File: src/rtl/count_pkg.sv
// count_pkg: shared defaults and types for the up/down counter and its
// bench-side reference model.
//   WIDTH     - default counter width
//   MAX_COUNT - default upper bound of the count range (0..MAX_COUNT)
//   count_t   - counter value type at the default width
//   dir_e     - counting direction state
package count_pkg;

  localparam int unsigned WIDTH     = 4;
  localparam int unsigned MAX_COUNT = 11;

  typedef logic [WIDTH-1:0] count_t;

  typedef enum logic {
    DIR_UP = 1'b0,
    DIR_DN = 1'b1
  } dir_e;

endpackage

File: src/rtl/count_wrap_stat.sv
// count_wrap_stat: saturating statistic counter of wrap events.
//   clock    in   posedge clock
//   reset    in   synchronous active-high reset, clears the count
//   wrap     in   one-cycle wrap event (tc_up or tc_dn of the same edge)
//   wrap_cnt out  number of wrap events since reset, holds at all-ones
module count_wrap_stat #(
  parameter int unsigned WRAP_W = 8
) (
  input  logic              clock,
  input  logic              reset,
  input  logic              wrap,
  output logic [WRAP_W-1:0] wrap_cnt
);

  always_ff @(posedge clock) begin
    if (reset) begin
      wrap_cnt <= '0;
    end else if (wrap && (wrap_cnt != '1)) begin
      wrap_cnt <= wrap_cnt + WRAP_W'(1);
    end
  end

endmodule

File: src/rtl/updown_count_core.sv
// updown_count_core: synchronous loadable up/down counter, modulo MAX_COUNT+1,
// with wrap, direction-change and load-clamp status pulses.
//   clock    in   posedge clock
//   reset    in   synchronous active-high reset (beats load and count)
//   din      in   load value, clamped to MAX_COUNT
//   load     in   load din this cycle (beats counting)
//   up_down  in   1 = count up, 0 = count down
//   count    out  registered counter value
//   tc_up    out  pulse: up-count wrapped MAX_COUNT -> 0
//   tc_dn    out  pulse: down-count wrapped 0 -> MAX_COUNT
//   load_err out  pulse: loaded din exceeded MAX_COUNT and was clamped
//   dir_chg  out  pulse: counting direction differs from previous counting cycle
//   wrap_cnt out  saturating count of wrap events since reset
module updown_count_core #(
  parameter int unsigned WIDTH     = count_pkg::WIDTH,
  parameter int unsigned MAX_COUNT = count_pkg::MAX_COUNT,
  parameter int unsigned WRAP_W    = 8
) (
  input  logic              clock,
  input  logic              reset,
  input  logic [WIDTH-1:0]  din,
  input  logic              load,
  input  logic              up_down,
  output logic [WIDTH-1:0]  count,
  output logic              tc_up,
  output logic              tc_dn,
  output logic              load_err,
  output logic              dir_chg,
  output logic [WRAP_W-1:0] wrap_cnt
);

  import count_pkg::*;

  localparam logic [WIDTH-1:0] MAX_C = WIDTH'(MAX_COUNT);

  dir_e             dir_q, dir_nxt;
  logic [WIDTH-1:0] count_nxt;
  logic             tc_up_nxt, tc_dn_nxt, load_err_nxt, dir_chg_nxt;
  logic             counting;

  assign counting = !load;

  // Next-count and clamp logic; the wrap compares are explicit so that
  // ranges narrower than 2^WIDTH wrap at MAX_COUNT.
  always_comb begin
    count_nxt    = count;
    tc_up_nxt    = 1'b0;
    tc_dn_nxt    = 1'b0;
    load_err_nxt = 1'b0;
    if (load) begin
      if (din > MAX_C) begin
        count_nxt    = MAX_C;
        load_err_nxt = 1'b1;
      end else begin
        count_nxt = din;
      end
    end else if (up_down) begin
      if (count == MAX_C) begin
        count_nxt = '0;
        tc_up_nxt = 1'b1;
      end else begin
        count_nxt = count + WIDTH'(1);
      end
    end else begin
      if (count == '0) begin
        count_nxt = MAX_C;
        tc_dn_nxt = 1'b1;
      end else begin
        count_nxt = count - WIDTH'(1);
      end
    end
  end

  // Direction state machine: next state and change pulse.
  always_comb begin
    dir_nxt     = dir_q;
    dir_chg_nxt = 1'b0;
    if (counting) begin
      dir_nxt     = up_down ? DIR_UP : DIR_DN;
      dir_chg_nxt = (dir_nxt != dir_q);
    end
  end

  always_ff @(posedge clock) begin
    if (reset) begin
      dir_q <= DIR_UP;
    end else begin
      dir_q <= dir_nxt;
    end
  end

  always_ff @(posedge clock) begin
    if (reset) begin
      count    <= '0;
      tc_up    <= 1'b0;
      tc_dn    <= 1'b0;
      load_err <= 1'b0;
      dir_chg  <= 1'b0;
    end else begin
      count    <= count_nxt;
      tc_up    <= tc_up_nxt;
      tc_dn    <= tc_dn_nxt;
      load_err <= load_err_nxt;
      dir_chg  <= dir_chg_nxt;
    end
  end

  // The statistic register shares the reset, so wrap_cnt moves on the same
  // edge as the tc pulse it counts.
  count_wrap_stat #(
    .WRAP_W(WRAP_W)
  ) u_wrap_stat (
    .clock    (clock),
    .reset    (reset),
    .wrap     (tc_up_nxt | tc_dn_nxt),
    .wrap_cnt (wrap_cnt)
  );

endmodule

File: config.mk
export PLATFORM = sky130hd
export DESIGN_NAME = updown_count_core
export DESIGN_NICKNAME = d
export VERILOG_FILES = /design/src/rtl/count_pkg.sv /design/src/rtl/count_wrap_stat.sv /design/src/rtl/updown_count_core.sv
export SDC_FILE = /design/constraint.sdc
export NUM_CORES = 1
export LEC_CHECK = 0
export BUFFER_PORTS_ARGS = -buffer_cell sky130_fd_sc_hd__buf_2
export CORE_AREA = 2 2 48 50
export DETAILED_ROUTE_END_ITERATION = 16
export DIE_AREA = 0 0 50 52
export GPL_ROUTABILITY_DRIVEN = 0
export GPL_TIMING_DRIVEN = 0
export PLACE_DENSITY = 0.74
export SETUP_SLACK_MARGIN = 0.5
export SLEW_MARGIN = 15
export SYNTH_ARGS = -nofsm -noshare
export SYNTH_HDL_FRONTEND = slang
export SYNTH_SLANG_ARGS = --single-unit
export TNS_END_PERCENT = 30
File: constraint.sdc
create_clock -name clock -period 1.67 [get_ports clock]
set_input_delay 0.2505 -clock clock [delete_from_list [all_inputs] [get_ports clock]]
set_output_delay 0.2505 -clock clock [all_outputs]
set_load 0.02 [all_outputs]
==> flow_summary.json, run 1 <==
{
  "setup_tns_ns": 0,
  "slew_viol_final": 0,
  "cts-root-buf": "clkbuf_4",
  "overflow": 0,
  "async_reset_ff_share_pct": 0,
  "power_frac_comb_pct": 24.6,
  "vias_per_cell": 5.69,
  "antenna_found_initial": 0,
  "critPathKind": "reg -> reg",
  "start_util_pct": 43.9,
  "synthSimpleGateAreaFrac_pct": 25.4,
  "hpwl_um": 1520,
  "ant_nets": 0,
  "drv_cap": 0,
  "crit_path_top_delay_cell": "dfxtp_4",
  "clkSlewWorstSetupHoldPaths_ns": 0.10,
  "final_common_cell": "buf_2",
  "grt_pass1_vias": 822,
  "vdd_ir_drop_max_uv": 458,
  "setup_slack_ns": 0.0436,
  "dieArea_um2": 2600,
  "synth_xor_area_share_pct": 2.84,
  "fp.dieW_um": 50,
  "synthMuxAreaShare_pct": 3.38,
  "drive_gt1_share_pct": 47.5,
  "numPortBuffers": 22,
  "dr.pass1.iters": 4,
  "drc": 0,
  "period_share_pct": 97.4,
  "arrival_ns": 1.79,
  "drtIter0Drc": 34,
  "synthFlopType": "dfxtp_1",
  "use_met1_pct": 24.7,
  "rsz0062_at_grt": "true",
  "yosysUniqueCellTypes": 35,
  "hold_viol": 0,
  "p_sw_share_pct": 30.1,
  "holdBufCountCts": 0,
  "cp-start-kind": "register",
  "synth_compound_area_share_pct": 19.8,
  "fin_nets": 153,
  "synth_top_family_by_area": "simple AND/OR/NAND/NOR gates",
  "synth_nets": 116,
  "path_max_fanout": 5,
  "clkPwrFrac_pct": 25.7,
  "maxSlewHeadroom_pct": 66.4,
  "numCtsBuffers": 3,
  "synth_cells": 105,
  "p_sw_w": 0.000264,
  "crit_family": "flip-flops",
  "wl_per_cell_um": 14.3,
  "internal-power_w": 0.000614,
  "worst_pin_slew_ns": 0.504,
  "finalWirelength_um": 2420,
  "busiest_layer": "met2",
  "grt_pass1_wl_um": 3710,
  "n_antenna_cell": 0,
  "p_leak_nw": 0.541,
  "worstPathCellList": "ha_4 > and3_4 > and4_4 > buf_6 > buf_4 > o31ai_1 > a21oi_1",
  "layout_common_cells": "buf_2 (21), dfxtp_1 (10), a21oi_1 (9), buf_6 (8)",
  "crit_path_end_kind": "register",
  "core_area_um2": 2110,
  "met3_usage_pct": 2.59,
  "seqPwrFrac_pct": 49.7,
  "status": "finished, final reports clean",
  "avgSynthCellArea_um2": 8.81,
  "clk_latency_ns": 0.29,
  "hold_path.class": "in -> reg",
  "cts_buffer_depth": 2,
  "htreeDepth": 1,
  "tritoncts": "done",
  "finalClockSkew_ns": 0.00182,
  "clock-sinks": 17,
  "fp-row-count": 17,
  "synthesis.area_um2": 925,
  "ys_seq_elements": 17,
  "nFillCells": 179,
  "cp_num_buf_inv": 2,
  "period_needed_ns": 1.63,
  "ys_seq_area_share_pct": 36.8,
  "grtUsageMet2_pct": 29.4,
  "holdWs_ns": 0.248,
  "grt_max_degree": 11,
  "fp.dieH_um": 52,
  "synth_fa_ha_area_share_pct": 4.06,
  "grt_usage_pct": 18.8,
  "synth_edf_count": 0,
  "cpPeakStageDelay_ns": 0.37,
  "pre_cts_ws_ns": 0.0729,
  "max_freq_mhz": 615,
  "synth_warnings": 0,
  "critPathRequiredTime_ns": 1.83,
  "syn_to_final_growth_pct": 44.5,
  "vias": 961,
  "setup_violations": 0,
  "p_per_area_nw_per_um2": 657,
  "io-pin-count": 24
}
[stage by stage]
step                instances  area, um^2  power (W)  util (%)
floorplan                 105         977   0.000571         -
global placement          155        1120   0.000611      53.3
detailed placement        155        1120   0.000616      53.3
CTS                       169        1240   0.000856      58.8
global route              169        1340   0.000925      63.5
finish                    169        1340   0.000878      63.5
[power groups by stage]
stage / clock network (W) / logic (W) / registers (W)
finish: 0.000226 / 0.000216 / 0.000436
global route: 0.000254 / 0.000232 / 0.000439
CTS: 0.000231 / 0.000189 / 0.000436
detailed placement: 0 / 0.000174 / 0.000443
global placement: 0 / 0.000169 / 0.000442
floorplan: 0 / 0.000112 / 0.000458
[metal layers]
metal / vias to the layer above / routed length, um
li1: 463 / -
met1: 450 / 1080
met2: 41 / 1130
met3: 7 / 148
met4: 0 / 59
met5: - / 0
[state kept, by name (all words and copies together) (netlist names)]
signal / flops
tc_up: 1
count: 4
u_wrap_stat.wrap_cnt: 8
dir_chg: 1
dir_q: 1
tc_dn: 1
load_err: 1
[final timing paths]
kind / from / end / cells past startpoint / slack [ns]
hold / removal: reset / u_wrap_stat.wrap_cnt[2] / 2 / 0.25
setup reg to reg: u_wrap_stat.wrap_cnt[1] / u_wrap_stat.wrap_cnt[3] / 7 / 0.04
setup / recovery: u_wrap_stat.wrap_cnt[1] / u_wrap_stat.wrap_cnt[3] / 7 / 0.04
hold reg to reg: u_wrap_stat.wrap_cnt[5] / u_wrap_stat.wrap_cnt[5] / 2 / 0.51
[cell families after synthesis]
logic type | Yosys count
buffers and inverters | 13
muxes | 3
xor gates and xnor gates | 3
AOI/OAI and AO/OA | 27
DFF | 17
adders and majority gates | 3
and+or+nand+nor | 39
[what timing repair did]
action	in CTS	in global routing
pin swaps	4	9
setup buffers	8	0
cloned	2	0
endpoints found under the setup margin	12	18
resized for setup	4	25
[cell type report]
| cell class | instances | area [um^2] | area share, % |
|---|---|---|---|
| Sequential cell | 17 | 359 | 26.9 |
| Tap cell | 28 | 35.0 | 2.62 |
| Buffer | 7 | 53.8 | 4.03 |
| Inverter | 6 | 27.5 | 2.06 |
| Clock buffer | 4 | 26.3 | 1.97 |
| Multi-Input combinational cell | 75 | 628 | 47.0 |
| Timing Repair Buffer | 32 | 206 | 15.4 |
[cell usage after synthesis (3+ instances only)]
master | n | area, um^2
dfxtp_1 | 17 | 340
a21oi_1 | 10 | 50.1
nand2_1 | 7 | 26.3
inv_1 | 6 | 22.5
nor2_1 | 6 | 22.5
a211oi_1 | 4 | 30.0
nor3_1 | 4 | 20.0
and3_1 | 3 | 18.8
clkbuf_1 | 3 | 11.3
ha_1 | 3 | 37.5
nand3_1 | 3 | 15.0
nor2b_1 | 3 | 18.8
o31ai_1 | 3 | 22.5
or4_1 | 3 | 22.5
[worst register-to-register path, cell delays in order, from the launching register on]
cell     delay, ns
dfxtp_4       0.37
ha_4          0.16
and3_4        0.17
and4_4        0.19
buf_6         0.12
buf_4         0.12
o31ai_1       0.26
a21oi_1       0.11
Note: power is estimated with default switching activity, not from simulation.
==> run 2: changes to the inputs <==
--- a/config.mk
+++ b/config.mk
@@ -6,12 +6,12 @@
 export NUM_CORES = 1
 export LEC_CHECK = 0
 export BUFFER_PORTS_ARGS = -buffer_cell sky130_fd_sc_hd__buf_2
-export CORE_AREA = 2 2 48 50
+export CORE_AREA = 2 2 44 56
 export DETAILED_ROUTE_END_ITERATION = 16
-export DIE_AREA = 0 0 50 52
+export DIE_AREA = 0 0 46 58
 export GPL_ROUTABILITY_DRIVEN = 0
 export GPL_TIMING_DRIVEN = 0
-export PLACE_DENSITY = 0.74
+export PLACE_DENSITY = 0.72
 export SETUP_SLACK_MARGIN = 0.5
 export SLEW_MARGIN = 15
 export SYNTH_ARGS = -nofsm -noshare
==> run 2 against run 1 <==
Effect of this change:
- flip-flop and latch count unchanged
- combinational power about the same
- sequential power about the same
- critical endpoint is now u_wrap_stat.wrap_cnt[2]
- non-clock buffer count down 1
- die area up 2.6%
- clock skew about the same
- worst hold slack worse by 0.036 ns
- largest cell class unchanged
==> flow_summary.json, run 2 (synthesized netlist as in run 1, its figures left out) <==
{
  "largest_register": "u_wrap_stat.wrap_cnt",
  "syn_to_final_growth_pct": 38.6,
  "period_share_pct": 97.0,
  "io-pin-count": 24,
  "htreeDepth": 1,
  "tritoncts": "done",
  "rsz0062_at_grt": "true",
  "p_sw_share_pct": 30.4,
  "cts-root-buf": "clkbuf_4",
  "vias": 941,
  "setup_violations": 0,
  "critPathKind": "reg -> reg",
  "fin_nets": 152,
  "period_needed_ns": 1.62,
  "crit_path_end_kind": "register",
  "fp.dieW_um": 46,
  "start_util_pct": 43.2,
  "dieArea_um2": 2670,
  "status": "finished, final reports clean",
  "crit_family": "compound AO/OA/AOI/OAI gates",
  "seqPwrFrac_pct": 49.0,
  "worstPathCellList": "inv_4 > ha_4 > nor3b_4 > o21ai_2 > buf_6 > o311ai_1 > o41ai_1",
  "stdcell_count": 161,
  "grt_pass1_vias": 855,
  "vias_per_cell": 5.84,
  "largest_reg_flops": 8,
  "cp_num_buf_inv": 2,
  "hold_path.class": "in -> reg",
  "dr.pass1.iters": 4,
  "overflow": 0,
  "power.total_w": 0.000889,
  "core_area_um2": 2140,
  "vdd_ir_drop_max_uv": 442,
  "grt_usage_pct": 17.6,
  "critPathRequiredTime_ns": 1.85,
  "max_freq_mhz": 617,
  "fp-row-count": 19,
  "p_per_area_nw_per_um2": 694,
  "reg_top3": "u_wrap_stat.wrap_cnt x8, count x4",
  "fp.dieH_um": 58,
  "finalClockSkew_ns": 0.00189,
  "layout_common_cells": "buf_2 (22), dfxtp_1 (10), buf_6 (8), a21oi_1 (8), nand2_1 (7)",
  "cpPeakStageDelay_ns": 0.39,
  "clk_latency_ns": 0.30,
  "drtIter0Drc": 30,
  "maxSlewHeadroom_pct": 64.4,
  "clock-sinks": 17,
  "crit_path_top_delay_cell": "dfxtp_4",
  "utilization_pct": 59.9,
  "wl_per_cell_um": 14.6,
  "grt_pass1_wl_um": 3620,
  "slew_viol_final": 0,
  "power_frac_comb_pct": 24.7,
  "clkSlewWorstSetupHoldPaths_ns": 0.11,
  "hold_viol": 0,
  "hpwl_um": 1470,
  "drive_gt1_share_pct": 45.7,
  "n_antenna_cell": 0,
  "antenna_found_initial": 0,
  "holdBufCountCts": 0,
  "drc": 0,
  "p_sw_w": 0.000270,
  "cts_buffer_depth": 2,
  "final_common_cell": "buf_2",
  "internal-power_w": 0.000619,
  "clkPwrFrac_pct": 26.3,
  "numPortBuffers": 22,
  "p_leak_nw": 0.522,
  "finalWirelength_um": 2350,
  "dp.cells": 148,
  "drv_cap": 0,
  "path_max_fanout": 6,
  "cp-start-kind": "register",
  "numCtsBuffers": 3,
  "arrival_ns": 1.79,
  "ant_nets": 0,
  "grt_max_degree": 11,
  "worst_pin_slew_ns": 0.535
}
-- run 2: changes by cell type in the layout (fill, tap and decap cells not counted), moves of 2 or more --
cell	change
o311ai_1	+2
buf_4	-2
o41ai_1	+2
o41ai_2	-2
-- run 2: worst reg2reg max path: cells and delay by family (launching register included) --
kind / cells / cell delay [ns]
compound gates: 3 / 0.58
fa+ha+maj: 1 / 0.12
buf+inv: 2 / 0.21
flops: 1 / 0.39
simple gates: 1 / 0.20
-- run 2: final timing paths --
check,from,end,slack [ns],cells after the start
setup / recovery,count[0],u_wrap_stat.wrap_cnt[2],0.05,7
setup reg to reg,count[0],u_wrap_stat.wrap_cnt[2],0.05,7
hold / removal,reset,u_wrap_stat.wrap_cnt[7],0.21,2
hold reg to reg,u_wrap_stat.wrap_cnt[7],u_wrap_stat.wrap_cnt[7],0.49,1
-- run 2: timing repair --
item | CTS | global route
endpoints found under the hold margin | 0 | 0
gates resized for setup | 3 | 21
pin swaps | 1 | 7
setup endpoints to repair | 12 | 17
setup buffers | 6 | 1
cloned | 1 | 1
-- run 2: power groups by stage --
stage	Clock, W	Combinational [W]	Sequential, W
global placement	0	0.000170	0.000441
detailed placement	0	0.000174	0.000442
floorplan	0	0.000112	0.000458
finish	0.000234	0.000219	0.000435
global route	0.000256	0.000239	0.000439
CTS	0.000237	0.000187	0.000434
-- run 2: per-layer routing --
layer	GRT usage (%)	share of wire, %
met5	0	0
met1	23.1	44
met2	27.8	52
met4	8.57	0.30
met3	2.18	3.6
-- run 2: cell type report --
type,instances,area (um^2)
multi-input combinational,75,592
timing repair buffer,31,196
inverter,6,27.5
clock buffer,4,26.3
sequential,17,359
fill,187,858
buffer,7,53.8
tap,21,26.3
-- run 2: metrics by stage --
stage	hold slack, ns	instance area [um^2]	setup TNS [ns]	worst slack [ns]
2_1_floorplan	0.349	977	0	0.117
3_3_place_gp	0.479	1110	0	0.0926
3_5_place_dp	0.495	1110	0	0.0812
4_1_cts	0.199	1210	0	0.0904
5_1_grt	0.207	1280	-0.0524	-0.0524
6_report	0.211	1280	0	0.0503
